==> src/rtl/arb_req_pkg.sv <==
// Shared types and default sizing for the arbiter requester front end.
package arb_req_pkg;

    typedef enum logic [1:0] {
        IDLE = 2'd0,
        WAIT = 2'd1,
        XFER = 2'd2,
        REL  = 2'd3
    } client_state_e;

    localparam int N_DEF         = 3;
    localparam int CNT_W_DEF     = 2;
    localparam int BURST_LEN_DEF = 2;

endpackage

==> src/rtl/arb_requester_if.sv <==
// Job/grant bundle between job sources, the arbiter and the requester block.
interface arb_requester_if #(
    parameter int N = arb_req_pkg::N_DEF
);
    logic [N-1:0] job_push;
    logic [N-1:0] gnt;
    logic [N-1:0] req;
    logic [N-1:0] done;
    logic [N-1:0] overflow;
    logic         busy;
    logic         err_proto;

    modport master (
        output job_push, gnt,
        input  req, done, overflow, busy, err_proto
    );

    modport slave (
        input  job_push, gnt,
        output req, done, overflow, busy, err_proto
    );
endinterface

==> src/rtl/arb_req_client.sv <==
// One client: request FSM, pending-job counter, beat counter and sticky overflow flag.
module arb_req_client
    import arb_req_pkg::*;
#(
    parameter int CNT_W     = CNT_W_DEF,
    parameter int BURST_LEN = BURST_LEN_DEF
) (
    input  logic clk,
    input  logic rst_n,
    input  logic job_push_i,
    input  logic gnt_i,
    output logic req_o,
    output logic done_o,
    output logic overflow_o,
    output logic busy_o
);
    localparam int BEAT_W = $clog2(BURST_LEN + 1);

    client_state_e     state_q;
    logic [CNT_W-1:0]  pending_q, pending_d;
    logic [BEAT_W-1:0] beat_q;
    logic              req_q, done_q, overflow_q;
    logic              beat, complete, ovf_set;

    // A grant only counts while our own request is up.
    assign beat     = req_q & gnt_i;
    assign complete = beat && (((state_q == WAIT) && (BURST_LEN == 1)) ||
                               ((state_q == XFER) && (beat_q == BEAT_W'(BURST_LEN - 1))));

    always_comb begin
        pending_d = pending_q;
        ovf_set   = 1'b0;
        if (job_push_i && !complete) begin
            if (&pending_q) ovf_set = 1'b1;
            else            pending_d = pending_q + CNT_W'(1);
        end else if (!job_push_i && complete) begin
            pending_d = pending_q - CNT_W'(1);
        end
    end

    always_ff @(posedge clk or negedge rst_n) begin
        if (!rst_n) begin
            state_q    <= IDLE;
            pending_q  <= '0;
            beat_q     <= '0;
            req_q      <= 1'b0;
            done_q     <= 1'b0;
            overflow_q <= 1'b0;
        end else begin
            pending_q  <= pending_d;
            overflow_q <= overflow_q | ovf_set;
            done_q     <= 1'b0;
            case (state_q)
                IDLE: begin
                    if ((pending_q != '0) || job_push_i) begin
                        state_q <= WAIT;
                        req_q   <= 1'b1;
                        beat_q  <= '0;
                    end
                end
                WAIT: begin
                    if (complete) begin
                        state_q <= REL;
                        req_q   <= 1'b0;
                        done_q  <= 1'b1;
                    end else if (beat) begin
                        state_q <= XFER;
                        beat_q  <= BEAT_W'(1);
                    end
                end
                XFER: begin
                    if (complete) begin
                        state_q <= REL;
                        req_q   <= 1'b0;
                        done_q  <= 1'b1;
                    end else if (beat) begin
                        beat_q <= beat_q + BEAT_W'(1);
                    end
                end
                REL: begin
                    // A push landing during the release cycle also keeps us going.
                    if (pending_d != '0) begin
                        state_q <= WAIT;
                        req_q   <= 1'b1;
                        beat_q  <= '0;
                    end else begin
                        state_q <= IDLE;
                    end
                end
                default: state_q <= IDLE;
            endcase
        end
    end

    assign req_o      = req_q;
    assign done_o     = done_q;
    assign overflow_o = overflow_q;
    assign busy_o     = (pending_q != '0) || (state_q != IDLE);

endmodule

==> src/rtl/arb_requester.sv <==
// Requester front end: N client FSMs, busy reduce and optional grant checker
// (enabled by defining ARB_REQ_GNT_CHECK_EN; otherwise err_proto is tied low).
module arb_requester
    import arb_req_pkg::*;
#(
    parameter int N         = N_DEF,
    parameter int CNT_W     = CNT_W_DEF,
    parameter int BURST_LEN = BURST_LEN_DEF
) (
    input  logic           clk,
    input  logic           rst_n,
    arb_requester_if.slave bus
);
    logic [N-1:0] req_w, done_w, ovf_w, busy_w;

    generate
        for (genvar gi = 0; gi < N; gi++) begin : g_client
            arb_req_client #(
                .CNT_W     (CNT_W),
                .BURST_LEN (BURST_LEN)
            ) u_client (
                .clk        (clk),
                .rst_n      (rst_n),
                .job_push_i (bus.job_push[gi]),
                .gnt_i      (bus.gnt[gi]),
                .req_o      (req_w[gi]),
                .done_o     (done_w[gi]),
                .overflow_o (ovf_w[gi]),
                .busy_o     (busy_w[gi])
            );
        end
    endgenerate

    assign bus.req      = req_w;
    assign bus.done     = done_w;
    assign bus.overflow = ovf_w;
    assign bus.busy     = |busy_w;

`ifdef ARB_REQ_GNT_CHECK_EN
    logic err_q, gnt_bad;

    // Flags a multi-hot grant or a grant to a client that is not requesting.
    assign gnt_bad = ((bus.gnt & (bus.gnt - N'(1))) != '0) || ((bus.gnt & ~req_w) != '0);

    always_ff @(posedge clk or negedge rst_n) begin
        if (!rst_n) err_q <= 1'b0;
        else        err_q <= err_q | gnt_bad;
    end

    assign bus.err_proto = err_q;
`else
    assign bus.err_proto = 1'b0;
`endif

endmodule

==> src/flat_wrapper.sv <==
// flat-port wrapper written by rule: the top's interface ports become plain ports
module arb_requester_flat import arb_req_pkg::*;
#(
    parameter int N         = N_DEF,
    parameter int CNT_W     = CNT_W_DEF,
    parameter int BURST_LEN = BURST_LEN_DEF
)
  (clk, rst_n, bus_job_push, bus_gnt, bus_req, bus_done, bus_overflow, bus_busy, bus_err_proto);
  arb_requester_if #(.N(N)) bus_i ();
  input  logic clk;
  input  logic rst_n;
  input wire logic [$bits(bus_i.job_push)-1:0] bus_job_push;
  input wire logic [$bits(bus_i.gnt)-1:0] bus_gnt;
  output wire logic [$bits(bus_i.req)-1:0] bus_req;
  output wire logic [$bits(bus_i.done)-1:0] bus_done;
  output wire logic [$bits(bus_i.overflow)-1:0] bus_overflow;
  output wire logic [$bits(bus_i.busy)-1:0] bus_busy;
  output wire logic [$bits(bus_i.err_proto)-1:0] bus_err_proto;
  assign bus_i.job_push = bus_job_push;
  assign bus_i.gnt = bus_gnt;
  assign bus_req = bus_i.req;
  assign bus_done = bus_i.done;
  assign bus_overflow = bus_i.overflow;
  assign bus_busy = bus_i.busy;
  assign bus_err_proto = bus_i.err_proto;
  arb_requester #(.N(N), .CNT_W(CNT_W), .BURST_LEN(BURST_LEN)) u_core (.clk(clk), .rst_n(rst_n), .bus(bus_i));
endmodule
==> config.mk <==
export PLATFORM = sky130hd
export DESIGN_NAME = arb_requester_flat
export DESIGN_NICKNAME = d
export VERILOG_FILES = /design/src/rtl/arb_req_pkg.sv /design/src/rtl/arb_requester_if.sv /design/src/rtl/arb_req_client.sv /design/src/rtl/arb_requester.sv /design/src/flat_wrapper.sv
export SDC_FILE = /design/constraint.sdc
export NUM_CORES = 1
export LEC_CHECK = 0
export ABC_AREA = 1
export BUFFER_PORTS_ARGS = -buffer_cell sky130_fd_sc_hd__buf_2
export CAP_MARGIN = 40
export CORE_UTILIZATION = 61
export CTS_BUF_LIST = sky130_fd_sc_hd__clkbuf_2 sky130_fd_sc_hd__clkbuf_4 sky130_fd_sc_hd__clkbuf_8
export DETAILED_ROUTE_END_ITERATION = 7
export MAX_ROUTING_LAYER = met4
export PLACE_DENSITY = 0.8
export SLEW_MARGIN = 20
export SYNTH_ARGS = -nofsm -noshare
export SYNTH_HDL_FRONTEND = slang
export SYNTH_SLANG_ARGS = --single-unit
export TNS_END_PERCENT = 30
==> constraint.sdc <==
create_clock -name clk -period 2.19 [get_ports clk]
set_clock_uncertainty 0.05 [all_clocks]
set_input_delay 0.1095 -clock clk [delete_from_list [all_inputs] [get_ports clk]]
set_output_delay 0.1095 -clock clk [all_outputs]
set_load 0.1 [all_outputs]
Word-level counts from Yosys, hierarchy flattened
Cells that the tools add are included.
{ "totals": {"mem_bits_rw": 0, "latchBits": 0, "mem_bits_ro": 0, "ff_bits": 27, "wordCells": 196, "n_memories": 0, "input_bits": 8} }
{ "op_classes": {"div_mod_pow": 0, "n_shift": 0, "reduce_logical": 52, "mux": 72, "n_lt_le_gt_ge": 0, "add_sub_neg": 9, "n_mul": 0, "n_eq_ne": 39, "bitwise": 6} }
{ "ops": {"columns": ["op", "n"], "rows": [
  ["2-bit 2-to-1 mux", 39],
  ["2-bit case mux with 4 select lines", 6],
  ["2-bit != test (second input constant)", 21],
  ["1-bit 2-to-1 mux", 24],
  ["3-bit AND reduction", 6],
  ["6-bit AND reduction", 3],
  ["2-bit nonzero test", 9],
  ["2-bit by 1-bit adder with 2-bit output (second input constant)", 6],
  ["2-bit by 1-bit == test with 1-bit output (second input constant)", 6],
  ["2-bit == test (second input constant)", 6],
  ["1-bit logical AND", 12],
  ["3-bit != test (second input constant)", 3],
  ["1-bit case mux with 3 select lines", 3],
  ["1-bit zero test", 6],
  ["2-bit zero test", 3],
  ["1-bit logical OR", 6],
  ["2-bit by 1-bit != test with 1-bit output (second input constant)", 3],
  ["2-bit AND reduction", 3],
  ["2-bit OR reduction", 3],
  ["2-bit by 1-bit subtractor with 2-bit output (second input constant)", 3],
  ["1-bit AND", 3],
  ["1-bit bitwise OR", 3],
  ["3-bit OR reduction", 1]
]} }

Longest topological paths before layout
Gate-level depths: netlist of the first run.
{ "depth": {"word_depth": 9, "mapped_depth": 13, "depth_no_buf": 13} }

By module
A second synthesis of the first run with hierarchy kept.
{ "hier_totals": {"hier_cells": 251, "hier_area_um2": 1946.9} }
{ "modules_own_cells": {"columns": ["module", "cells_each", "area_each_um2", "n_inst", "seq_area_each_um2"], "rows": [
  ["arb_req_client (u_core.g_client[0].u_client ...)", 82, 643.1, 2, 225.2],
  ["arb_req_client (u_core.g_client[2].u_client)", 82, 638.1, 1, 225.2],
  ["arb_requester", 5, 22.5, 1, 0.0]
]} }

Worst setup path before layout of the first run
No wires, ideal clock.
{ "synth_path": {"path_kind": "register to output", "start": "reg u_core.g_client[0].u_client.state_q[0]", "end": "out bus_busy", "stages_incl_launch_ff": 6, "path_slack_ns": 0.522, "t_arrival_ns": 1.509, "path_cell_list": "dfrtp_1 > inv_1 > ha_1 > nand2_1 > nor2_1 > nand3_1"} }
{ "synth_between": {"elab_chain_len": 3} }
{ "synth_lines": {"columns": ["element", "line_no", "text"], "rows": [
  ["start: declaration", "arb_req_client.sv:19", "client_state_e state_q;"],
  ["start signal: assignment", "arb_req_client.sv:43", "state_q <= IDLE;"],
  ["start signal: assignment", "arb_req_client.sv:56", "state_q <= WAIT;"],
  ["start signal: assignment", "arb_req_client.sv:63", "state_q <= REL;"],
  ["2-bit nonzero test", "arb_req_client.sv:98", "assign busy_o = (pending_q != '0) || (state_q != IDLE);"],
  ["1-bit logical OR", "arb_req_client.sv:98", null],
  ["3-bit OR reduction", "arb_requester.sv:37", "assign bus.busy = |busy_w;"],
  ["end: declaration", "flat_wrapper.sv:17", "output wire logic [$bits(bus_i.busy)-1:0] bus_busy;"]
]} }
No other way between the ends.

Final worst setup path of the first run
{ "layout_path": {"start": "reg u_core.g_client[1].u_client.state_q[0]", "end": "reg u_core.g_client[1].u_client.beat_q[1]"} }
{ "layout_between": {"elab_chain_len": 9, "elab_cells_between_ends": 20, "classes_between": "eq/ne (9); mux (3); reduce/logical (8)"} }
{ "layout_lines": {"columns": ["element", "line_no", "text"], "rows": [
  ["start: declaration", "arb_req_client.sv:19", null],
  ["start signal: assignment", "arb_req_client.sv:43", null],
  ["start signal: assignment", "arb_req_client.sv:56", null],
  ["start signal: assignment", "arb_req_client.sv:63", null],
  ["2-bit == test *", "arb_req_client.sv:28", "((state_q == XFER) && (beat_q == BEAT_W'(BURST_LEN - 1))));"],
  ["1-bit logical AND *", "arb_req_client.sv:28", null],
  ["1-bit logical AND *", "arb_req_client.sv:27", "assign complete = beat && (((state_q == WAIT) && (BURST_LEN == 1)) ||"],
  ["1-bit logical AND / 1-bit zero test (equally long branches)", "arb_req_client.sv:36, arb_req_client.sv:33", null],
  ["2-bit 2-to-1 mux / 1-bit logical AND (equally long branches)", "arb_req_client.sv:36, arb_req_client.sv:33", null],
  ["2-bit 2-to-1 mux *", "arb_req_client.sv:33", "if (job_push_i && !complete) begin"],
  ["net u_core.g_client[1].u_client.pending_d[1]", "arb_req_client.sv:20", "logic [CNT_W-1:0] pending_q, pending_d;"],
  ["2-bit nonzero test *", "arb_req_client.sv:82", "if (pending_d != '0) begin"],
  ["2-bit != test (no source line) *", null, null],
  ["6-bit AND reduction (no source line) *", null, null],
  ["end signal: assignment", "arb_req_client.sv:77", "beat_q <= beat_q + BEAT_W'(1);"],
  ["end: declaration", "arb_req_client.sv:21", "logic [BEAT_W-1:0] beat_q;"]
]} }
Mark *: on every way through the listed nets, which the timed path passes. The rest lies on a longest branch.
A chain may end at the register's enable or synchronous reset.

==> metrics.csv, run 1 <==
metric,value,unit
status,"complete, no violations",
startpoint types,flop,
Area contributors post-synth,"dfrtp_1 (34%), ha_1 (17%), nand2_1 (11%), inv_1 (6.6%), nand3_1 (5.1%)",
number of remaining DRC errors,0,
RSZ-0062 raised after global routing,false,
Worst setup EP type,flop,
pin count of the biggest net entering global routing,28,
post-synthesis mux area share,0,%
CP max FO,6,
# setup viols final,0,
num rows,20,
first-pass GRT wire length,5.485,mm
non-filler cells in the finished layout,305,
Post-synth EDFFs,0,
fraction of registers with async set or reset after synthesis,100.0,%
total number of vias,1511,
Synth Area per Inst,7.939,µm²
DP Cell Count,300,
Syn. warnings,0,
later-pin clock latency in the skew report,0.32,ns
detailed-route wire length,3.259,mm
Overall Power,1.430,mW
Rel. slew slack,60.05,%
crit path to,u_core.g_client[1].u_client.beat_q[1],
CTS root buf,clkbuf_4,
Slew Limit Fails,0,
WS Path Type,reg -> reg,
Final Hold Viols,0,
"slowest stage delay, CP",0.45,ns
"Seq/Total Area, Yosys",34.18,%
area post-placement,2042,µm²
synthesized instance count,249,
area grow syn2layout,5.317,%
global route overflow,0,
number of global-route vias before repair,1319,
CTS H-Tree Depth,1,
total CTS buffers,3,
DIE HEIGHT,58.93,µm
"Core Util, Final",68.20,%
leading area contributor after synthesis,dfrtp_1,
Pwr Density,686.6,nW/µm²
r2r setup slk,0.30,ns
port bufs,17,
Die Area,3473,µm²
initial antenna violation count,0,
CP Launch Point,u_core.g_client[1].u_client.state_q[0],
Iter 0 DRT Violations,46,
Via density,4.954,
design area,2082,µm²
Max-cap violations,0,
main combinational cell family by area after synthesis,simple AND/OR/NAND/NOR gates,
fin crit share,86.15,%
drt first pass iters,4,
Simple-Gate Fraction of Synth Area,31.46,%
routed len/inst,10.69,µm
#FFs+latches synth,27,
Critical Path Most Common Cell,nand2_1,
"Top FF cell, synth",dfrtp_1,
Synth Area in Adders,17.09,%
R2R cell count,13,
Final min period,1.887,ns
Final TNS setup,0,ns
area of the mapped netlist,1977,µm²
Post-CTS Resized,0,
Crit path required time,2.38,ns
"top cells by count, synth","nand2_1 (60), inv_1 (35), dfrtp_1 (27), ha_1 (27)",
core area,3053,µm²
antenna cells,0,
most frequent cell after synthesis,nand2_1,
area share of the largest cell type after synthesis,34.18,%
postcts setup bufs,0,
Die Width,58.93,µm
CTS Buffer Depth,2,
Crit Reg-Reg Endpoint,u_core.g_client[1].u_client.beat_q[1],
Starting Density,64.75,%
# nets final,297,
Synthesized Nets,284,
worst-margin pin slew,0.5993,ns
XOR/XNOR share of the synthesized area,0,%
CTS tree,built,
"Hold-fix buffers, CTS",1,
IO Count,19,
CP max-delay cell,dfrtp_1,
# clock sinks,27,
Routed Antenna Nets,0,
CP cell instances,"inv_1, ha_1, nand2_2, nor2_4, nand2_1, nand2_1, nand3_2, nand2_4, nor2_4, nand2_4, nand2_2, nand2_1, nand2_1",
post-detail-place hpwl,2.606,mm
VDD IR-drop max,0.2483,mV
Reg2Reg Launch Point,u_core.g_client[1].u_client.state_q[0],
Hold WC Path Type,in -> reg,
Pleak,1.141,nW
ratio of cells with drive above 1 in the final layout,16.48,%
Achievable Freq,0.5300,GHz
complex-gate fraction of the synthesized area,6.456,%
crit path DAT,2.07,ns
count of different cell masters after synthesis,29,
Total GRT Usage,21.25,%
clock slew at reported path FFs,0.14,ns
Routability Congestion,0.8363,
## routing by layer
metal / track usage (%) / vias up / wire (µm)
li1: - / 802 / -
met1: 29.09 / 680 / 1668
met2: 32.47 / 25 / 1476
met3: 2.637 / 4 / 73
met4: 7.483 / 0 / 40
met5: - / - / 0
## cells in the final DEF, fill, tap and decap left out, drive strengths merged
cell type,Yosys,final
nand3b,1,1
nand4,2,2
dlygate4sd3,0,1
buf,10,17
clkbuf,0,4
o21a,1,1
o21ai,9,9
ha,27,27
inv,36,36
nand3,25,25
nor3,4,4
dfrtp,27,27
nor2,27,27
a21o,3,3
a21oi,3,3
o211ai,1,1
a21boi,1,1
a22oi,1,1
conb,1,1
nand2,68,68
a211oi,1,1
a31oi,1,1
## critical path, delay by kind of cell, from the launching register on
kind	cells	cell delay, ns
simple gates	11	0.89
buf+inv	1	0.12
fa+ha+maj	1	0.29
flops	1	0.45
## kinds of logic (layout without fill, tap and decap cells)
kind of cell / after synthesis / count (layout)
simple gates: 127 / 127
buf+inv: 46 / 58
fa+ha+maj: 27 / 27
flops: 27 / 27
compound gates: 21 / 21
other cells: 1 / 1
## power breakdown
part | switching [mW] | internal (mW) | leakage, nW | total [mW]
combinational | 0.402 | 0.191 | 0.795 | 0.593
clock | 0.146 | 0.0838 | 0.0184 | 0.230
sequential | 0.0481 | 0.558 | 0.327 | 0.606
total | 0.596 | 0.833 | 1.14 | 1.43
## state kept, by name, summed over array words and instances (netlist names)
| signal | flops |
|---|---|
| u_core.g_client.u_client.req_o | 3 |
| u_core.g_client.u_client.state_q | 6 |
| u_core.g_client.u_client.overflow_o | 3 |
| u_core.g_client.u_client.pending_q | 6 |
| u_core.g_client.u_client.done_o | 3 |
| u_core.g_client.u_client.beat_q | 6 |
## worst min-delay path by stage
| stage | startpoint | cells after the start | endpoint | slack, ns |
|---|---|---|---|---|
| finish | bus_gnt[2] | 3 | u_core.g_client[2].u_client.done_o | 0.06 |
| global route | bus_gnt[2] | 3 | u_core.g_client[2].u_client.done_o | 0.05 |
| CTS | bus_gnt[2] | 3 | u_core.g_client[2].u_client.done_o | 0.04 |
| detailed placement | rst_n | 1 | u_core.g_client[2].u_client.overflow_o | 0.11 |
| global placement | rst_n | 1 | u_core.g_client[0].u_client.overflow_o | 0.11 |
| floorplan | rst_n | 0 | u_core.g_client[0].u_client.beat_q[0] | -0.24 |
## cell type report
class | instances | area, µm²
repair buffers | 18 | 95.09
multi-input cells | 176 | 1091
fillers | 264 | 970.9
clock buffers | 4 | 30.03
flip-flops and latches | 27 | 675.6
well taps | 44 | 55.05
inverters | 36 | 135.1
## stage by stage
stage / hold WS, ns / setup WS, ns
6_report: 0.06352 / 0.3033
5_1_grt: 0.04819 / 0.1216
4_1_cts: 0.03744 / 0.3135
3_5_place_dp: 0.1117 / 0.3330
3_3_place_gp: 0.1119 / 0.3724
2_1_floorplan: -0.2361 / 0.5216
Note: power is estimated with default switching activity, not from simulation.
==> run 2: changes to the inputs <==
--- a/config.mk
+++ b/config.mk
@@ -5,7 +5,6 @@
 export SDC_FILE = /design/constraint.sdc
 export NUM_CORES = 1
 export LEC_CHECK = 0
-export ABC_AREA = 1
 export BUFFER_PORTS_ARGS = -buffer_cell sky130_fd_sc_hd__buf_2
 export CAP_MARGIN = 40
 export CORE_UTILIZATION = 61
==> run 2 against run 1 <==
Effect of this change: highest routed layer unchanged; flip-flop and latch count unchanged; synthesized area up 0.32%; fmax down 6.9%.
==> metrics.csv, run 2 <==
metric,value,unit
Crit path required time,2.39,ns
area grow syn2layout,8.202,%
register area,675.6,µm²
"Top FF cell, synth",dfrtp_1,
post-detail-place hpwl,2.626,mm
detailed-route wire length,3.393,mm
Final min period,2.028,ns
Pleak,1.068,nW
area of the mapped netlist,1983,µm²
Final Hold Viols,0,
Routability Congestion,0.8588,
post-synthesis mux area share,7.571,%
pin count of the biggest net entering global routing,28,
IO Count,19,
CTS H-Tree Depth,1,
Final TNS setup,0,ns
#FFs+latches synth,27,
Final Worst Setup Slack,0.1624,ns
routed len/inst,13.05,µm
status,"complete, no violations",
Syn. warnings,0,
Die Area,3483,µm²
WS Path Type,reg -> reg,
number of remaining DRC errors,0,
RSZ-0062 raised after global routing,false,
CTS Buffer Depth,2,
count of different cell masters after synthesis,42,
Post-synth EDFFs,0,
CP cell instances,"inv_2, ha_4, nand4_4, xnor2_1, mux2_2, o311ai_4, mux2i_1",
# nets final,252,
Rel. slew slack,60.49,%
crit path DAT,2.23,ns
fin crit share,92.59,%
CP max-delay cell,dfrtp_1,
# setup viols final,0,
family with the most delay on the worst path,multiplexers,
CP max FO,7,
Multi-input gate area,1181,µm²
ratio of cells with drive above 1 in the final layout,22.69,%
Largest regs,"u_core.g_client.u_client.beat_q x6, u_core.g_client.u_client.pending_q x6, u_core.g_client.u_client.state_q x6",
startpoint types,flop,
leading area contributor after synthesis,dfrtp_1,
port bufs,17,
Iter 0 DRT Violations,66,
main combinational cell family by area after synthesis,adder cells,
Die Width,59.02,µm
Area contributors post-synth,"dfrtp_1 (34%), ha_1 (17%), mux2i_1 (4.5%), inv_1 (4.4%), buf_4 (3.8%)",
drt first pass iters,4,
complex-gate fraction of the synthesized area,15.39,%
initial antenna violation count,0,
Simple-Gate Fraction of Synth Area,15.65,%
first-pass GRT wire length,5.796,mm
Synthesized Nets,237,
number of global-route vias before repair,1381,
Slew Limit Fails,0,
later-pin clock latency in the skew report,0.33,ns
total number of vias,1426,
fraction of registers with async set or reset after synthesis,100.0,%
VDD IR-drop max,0.5678,mV
CTS root buf,clkbuf_4,
most frequent cells in the layout,"dfrtp_1 (27), ha_1 (25), inv_1 (21)",
synthesized instance count,202,
Hold WC Path Type,in -> reg,
Via density,5.485,
Setup Slack @ Placement,0.008742,ns
num rows,20,
Routed Antenna Nets,0,
Synth Area in Adders,17.03,%
antenna cells,0,
Worst setup EP type,flop,
Pwr Density,822.6,nW/µm²
# clock sinks,27,
Total GRT Usage,22.24,%
Achievable Freq,0.4932,GHz
global route overflow,0,
"slowest stage delay, CP",0.45,ns
DIE HEIGHT,59.02,µm
fillers,245,
area share of the largest cell type after synthesis,34.07,%
worst-margin pin slew,0.5927,ns
clock slew at reported path FFs,0.15,ns
Worst Path Buf+Inv,1,
"top cells by count, synth","dfrtp_1 (27), ha_1 (27), inv_1 (23), a21oi_1 (13), o21ai_0 (13)",
core area,3078,µm²
"most common cell after layout, fill and taps aside",dfrtp_1,
Synth Area per Inst,9.818,µm²
total CTS buffers,3,
"Seq/Total Area, Yosys",34.07,%
Max-cap violations,0,
CTS tree,built,
XOR/XNOR share of the synthesized area,1.703,%
Starting Density,64.43,%
run 2: cell count changes after synthesis, moves of 5 or more:
cell and delta:
a21oi_1 +10, o21ai_0 +6, inv_1 -12, nand2_1 -48, nand3_1 -15, or2_2 +5
nor2_1 -9, mux2i_1 +9, nand2_2 -6
run 2: worst paths after layout:
path,from,to,slack [ns],cells after the start
max,u_core.g_client[0].u_client.state_q[0],u_core.g_client[0].u_client.beat_q[0],0.16,7
min,bus_job_push[0],u_core.g_client[0].u_client.overflow_o,0.03,2
max reg2reg,u_core.g_client[0].u_client.state_q[0],u_core.g_client[0].u_client.beat_q[0],0.16,7
min reg2reg,u_core.g_client[0].u_client.overflow_o,u_core.g_client[0].u_client.overflow_o,0.44,1
max in group asynchronous,rst_n,u_core.g_client[2].u_client.pending_q[0],1.45,2
min in group asynchronous,rst_n,u_core.g_client[2].u_client.overflow_o,0.25,2
run 2: final cells by class:
class | instances | area share, %
Clock buffer | 3 | 1.050
Multi-Input combinational cell | 141 | 55.04
Inverter | 23 | 4.023
Timing Repair Buffer | 21 | 5.481
Clock inverter | 1 | 0.3499
Sequential cell | 27 | 31.49
Tap cell | 44 | 2.566
run 2: repair_timing:
| item | in CTS | in global routing |
|---|---|---|
| gates resized for setup | 1 | 7 |
| hold endpoints to repair | 27 | 0 |
| pin swaps | 0 | 1 |
| gates cloned | 0 | 0 |
| buffers inserted | 0 | 2 |
| hold buffers | 1 | 0 |
| endpoints found under the setup margin | 2 | 9 |
run 2: logic make-up after synthesis:
group | Yosys count
xor+xnor | 3
compound gates | 43
flops | 27
fa+ha+maj | 27
buf+inv | 34
mux | 13
simple gates | 54
other cells | 1
run 2: power by group:
part           internal, mW  total (mW)  switching, mW
Combinational         0.360       0.885          0.525
Clock                0.0698       0.218          0.148
Sequential            0.579       0.662         0.0826
Total                  1.01        1.77          0.756
run 2: layer usage:
metal | global-route usage [%] | wire, µm | vias up
li1 | - | - | 713
met1 | 27.22 | 1547 | 676
met2 | 37.66 | 1681 | 29
met3 | 2.838 | 101 | 8
met4 | 8.163 | 63 | 0
met5 | - | 0 | -
run 2: per-stage QoR:
step | util (%) | std cells | hold WS, ns | power, mW | cell area [µm²]
5_1_grt | 69.72 | 260 | 0.03333 | 1.911 | 2146
2_1_floorplan | - | 202 | -0.2361 | 1.323 | 1983
3_3_place_gp | 66.63 | 253 | 0.1032 | 1.434 | 2051
3_5_place_dp | 66.63 | 253 | 0.1032 | 1.494 | 2051
4_1_cts | 68.21 | 258 | 0.03920 | 1.719 | 2100
6_report | 69.72 | 260 | 0.03478 | 1.765 | 2146
==> run 3: changes to the inputs <==
--- a/config.mk
+++ b/config.mk
@@ -7,11 +7,12 @@
 export LEC_CHECK = 0
 export BUFFER_PORTS_ARGS = -buffer_cell sky130_fd_sc_hd__buf_2
 export CAP_MARGIN = 40
+export CORE_MARGIN = 4
 export CORE_UTILIZATION = 61
 export CTS_BUF_LIST = sky130_fd_sc_hd__clkbuf_2 sky130_fd_sc_hd__clkbuf_4 sky130_fd_sc_hd__clkbuf_8
 export DETAILED_ROUTE_END_ITERATION = 7
 export MAX_ROUTING_LAYER = met4
-export PLACE_DENSITY = 0.8
+export PLACE_DENSITY = 0.93
 export SLEW_MARGIN = 20
 export SYNTH_ARGS = -nofsm -noshare
 export SYNTH_HDL_FRONTEND = slang
==> run 3 against run 2 <==
Effect of this change: worst setup slack got worse by 0.063 ns; highest routed layer unchanged; largest power group unchanged; critical endpoint is now u_core.g_client[2].u_client.beat_q[0]; largest cell class unchanged; die area increased by 21%; critical path depth unchanged; fmax decreased by 3.0%; global-route usage decreased by 3.8 points; final cell count increased by 1.2%; routed wire length increased by 4.9%; sequential share of layout area about the same; clock power increased by 2%; clock-buffer cell count unchanged.
==> metrics.csv, run 3 (synthesized netlist as in run 2, its figures left out) <==
metric,value,unit
Routability Congestion,0.8386,
later-pin clock latency in the skew report,0.34,ns
Routed Antenna Nets,0,
Final Hold Slack,0.06064,ns
Max-cap violations,0,
Multi-input gate area,1159,µm²
VDD IR-drop max,0.5317,mV
Final TNS setup,0,ns
register area,675.6,µm²
Via density,5.411,
Largest regs,"u_core.g_client.u_client.beat_q x6, u_core.g_client.u_client.pending_q x6, u_core.g_client.u_client.state_q x6",
Rel. slew slack,59.06,%
drt first pass iters,4,
pin count of the biggest net entering global routing,28,
total number of vias,1423,
CTS root buf,clkbuf_4,
Reg2Reg Launch Point,u_core.g_client[2].u_client.state_q[0],
Worst setup EP type,flop,
total CTS buffers,3,
Worst Hold End,u_core.g_client[0].u_client.overflow_o,
"slowest stage delay, CP",0.44,ns
R2R cell count,7,
number of global-route vias before repair,1392,
core area,3078,µm²
port bufs,17,
Final min period,2.091,ns
Crit Reg-Reg Endpoint,u_core.g_client[2].u_client.beat_q[0],
CTS tree,built,
CP max FO,8,
CP max-delay cell,dfrtp_1,
Total GRT Usage,18.44,%
Pwr Density,828.7,nW/µm²
Slew Limit Fails,0,
"most common cell after layout, fill and taps aside",dfrtp_1,
antenna cells,0,
Die Area,4228,µm²
fin crit share,95.46,%
Final Hold Viols,0,
startpoint types,flop,
ratio of cells with drive above 1 in the final layout,22.37,%
Crit path required time,2.40,ns
Die Width,65.02,µm
CTS H-Tree Depth,1,
routed len/inst,13.53,µm
most frequent cells in the layout,"dfrtp_1 (27), ha_1 (26), inv_1 (23)",
WHS Path Cells,2,
Achievable Freq,0.4783,GHz
number of remaining DRC errors,0,
first-pass GRT wire length,6.023,mm
Starting Density,64.43,%
Overall Power,1.776,mW
# nets final,255,
worst-margin pin slew,0.6141,ns
status,"complete, no violations",
WS Path Type,reg -> reg,
CTS Buffer Depth,2,
IO Count,19,
Worst Path Buf+Inv,1,
initial antenna violation count,0,
num rows,20,
detailed-route wire length,3.559,mm
CP cell instances,"inv_1, ha_2, nand4_4, xnor2_1, o221a_2, o311ai_4, mux2i_1",
Iter 0 DRT Violations,104,
# clock sinks,27,
post-detail-place hpwl,2.698,mm
area grow syn2layout,8.076,%
hold_sp,bus_job_push[0],
DIE HEIGHT,65.02,µm
Pleak,1.088,nW
clock slew at reported path FFs,0.15,ns
r2r setup slk,0.1,ns
fillers,229,
crit path DAT,2.30,ns
global route overflow,0,
Hold WC Path Type,in -> reg,
family with the most delay on the worst path,compound AO/OA/AOI/OAI gates,
# setup viols final,0,
==> run 3: through the flow <==
step / cells / cell area (µm²) / worst slack, ns / util (%)
3_5_place_dp: 256 / 2073 / 0.07312 / 67.36
3_3_place_gp: 256 / 2073 / 0.1411 / 67.36
4_1_cts: 261 / 2111 / 0.04169 / 68.58
5_1_grt: 263 / 2143 / -0.01357 / 69.63
2_1_floorplan: 202 / 1983 / 0.1878 / -
6_report: 263 / 2143 / 0.09936 / 69.63
==> run 3: worst max path at each step <==
stage                     slack, ns                               endpoint                                   start  cells after the start
final                           0.1  u_core.g_client[2].u_client.beat_q[0]  u_core.g_client[2].u_client.state_q[0]                      7
after global routing          -0.01  u_core.g_client[0].u_client.beat_q[0]  u_core.g_client[0].u_client.state_q[0]                      7
after CTS                      0.04  u_core.g_client[0].u_client.beat_q[1]  u_core.g_client[0].u_client.state_q[0]                      7
after detailed placement       0.07  u_core.g_client[0].u_client.beat_q[1]  u_core.g_client[0].u_client.state_q[0]                      7
after global placement         0.14  u_core.g_client[0].u_client.beat_q[0]  u_core.g_client[0].u_client.state_q[0]                      7
after floorplan                0.19  u_core.g_client[0].u_client.beat_q[0]  u_core.g_client[0].u_client.state_q[0]                      7
==> run 3: report_power, final <==
group / switching (mW) / internal [mW]
Combinational: 0.526 / 0.377
Clock: 0.153 / 0.0687
Sequential: 0.0710 / 0.580
Total: 0.751 / 1.03
==> run 3: repair_timing <==
item,4_1_cts,5_1_grt
gates resized for setup,0,3
hold buffers,1,0
setup buffers,0,2
setup endpoints to repair,0,7
hold endpoints to repair,27,0
==> run 3: final cells by class <==
cell class              count  area share (%)
repair buffers             24           6.538
well taps                  44           2.569
clock inverters             1          0.2335
clock buffers               3           1.051
inverters                  23           4.028
flip-flops and latches     27           31.52
multi-input cells         141           54.06
==> run 3: per-layer routing <==
metal  GRT usage (%)  up-vias  share of wire, %
li1                -      714                 -
met1           22.36      679                45
met2           32.06       25                51
met3           2.080        5               2.6
met4           5.959        0               1.3
met5               -        -                 0
==> run 3: worst reg2reg max path: cells and delay by family, from the launching register on <==
family | cells | cell delay (ns)
compound gates | 2 | 0.57
flops | 1 | 0.44
fa+ha+maj | 1 | 0.23
mux | 1 | 0.22
simple gates | 1 | 0.19
xor+xnor | 1 | 0.18
buf+inv | 1 | 0.13
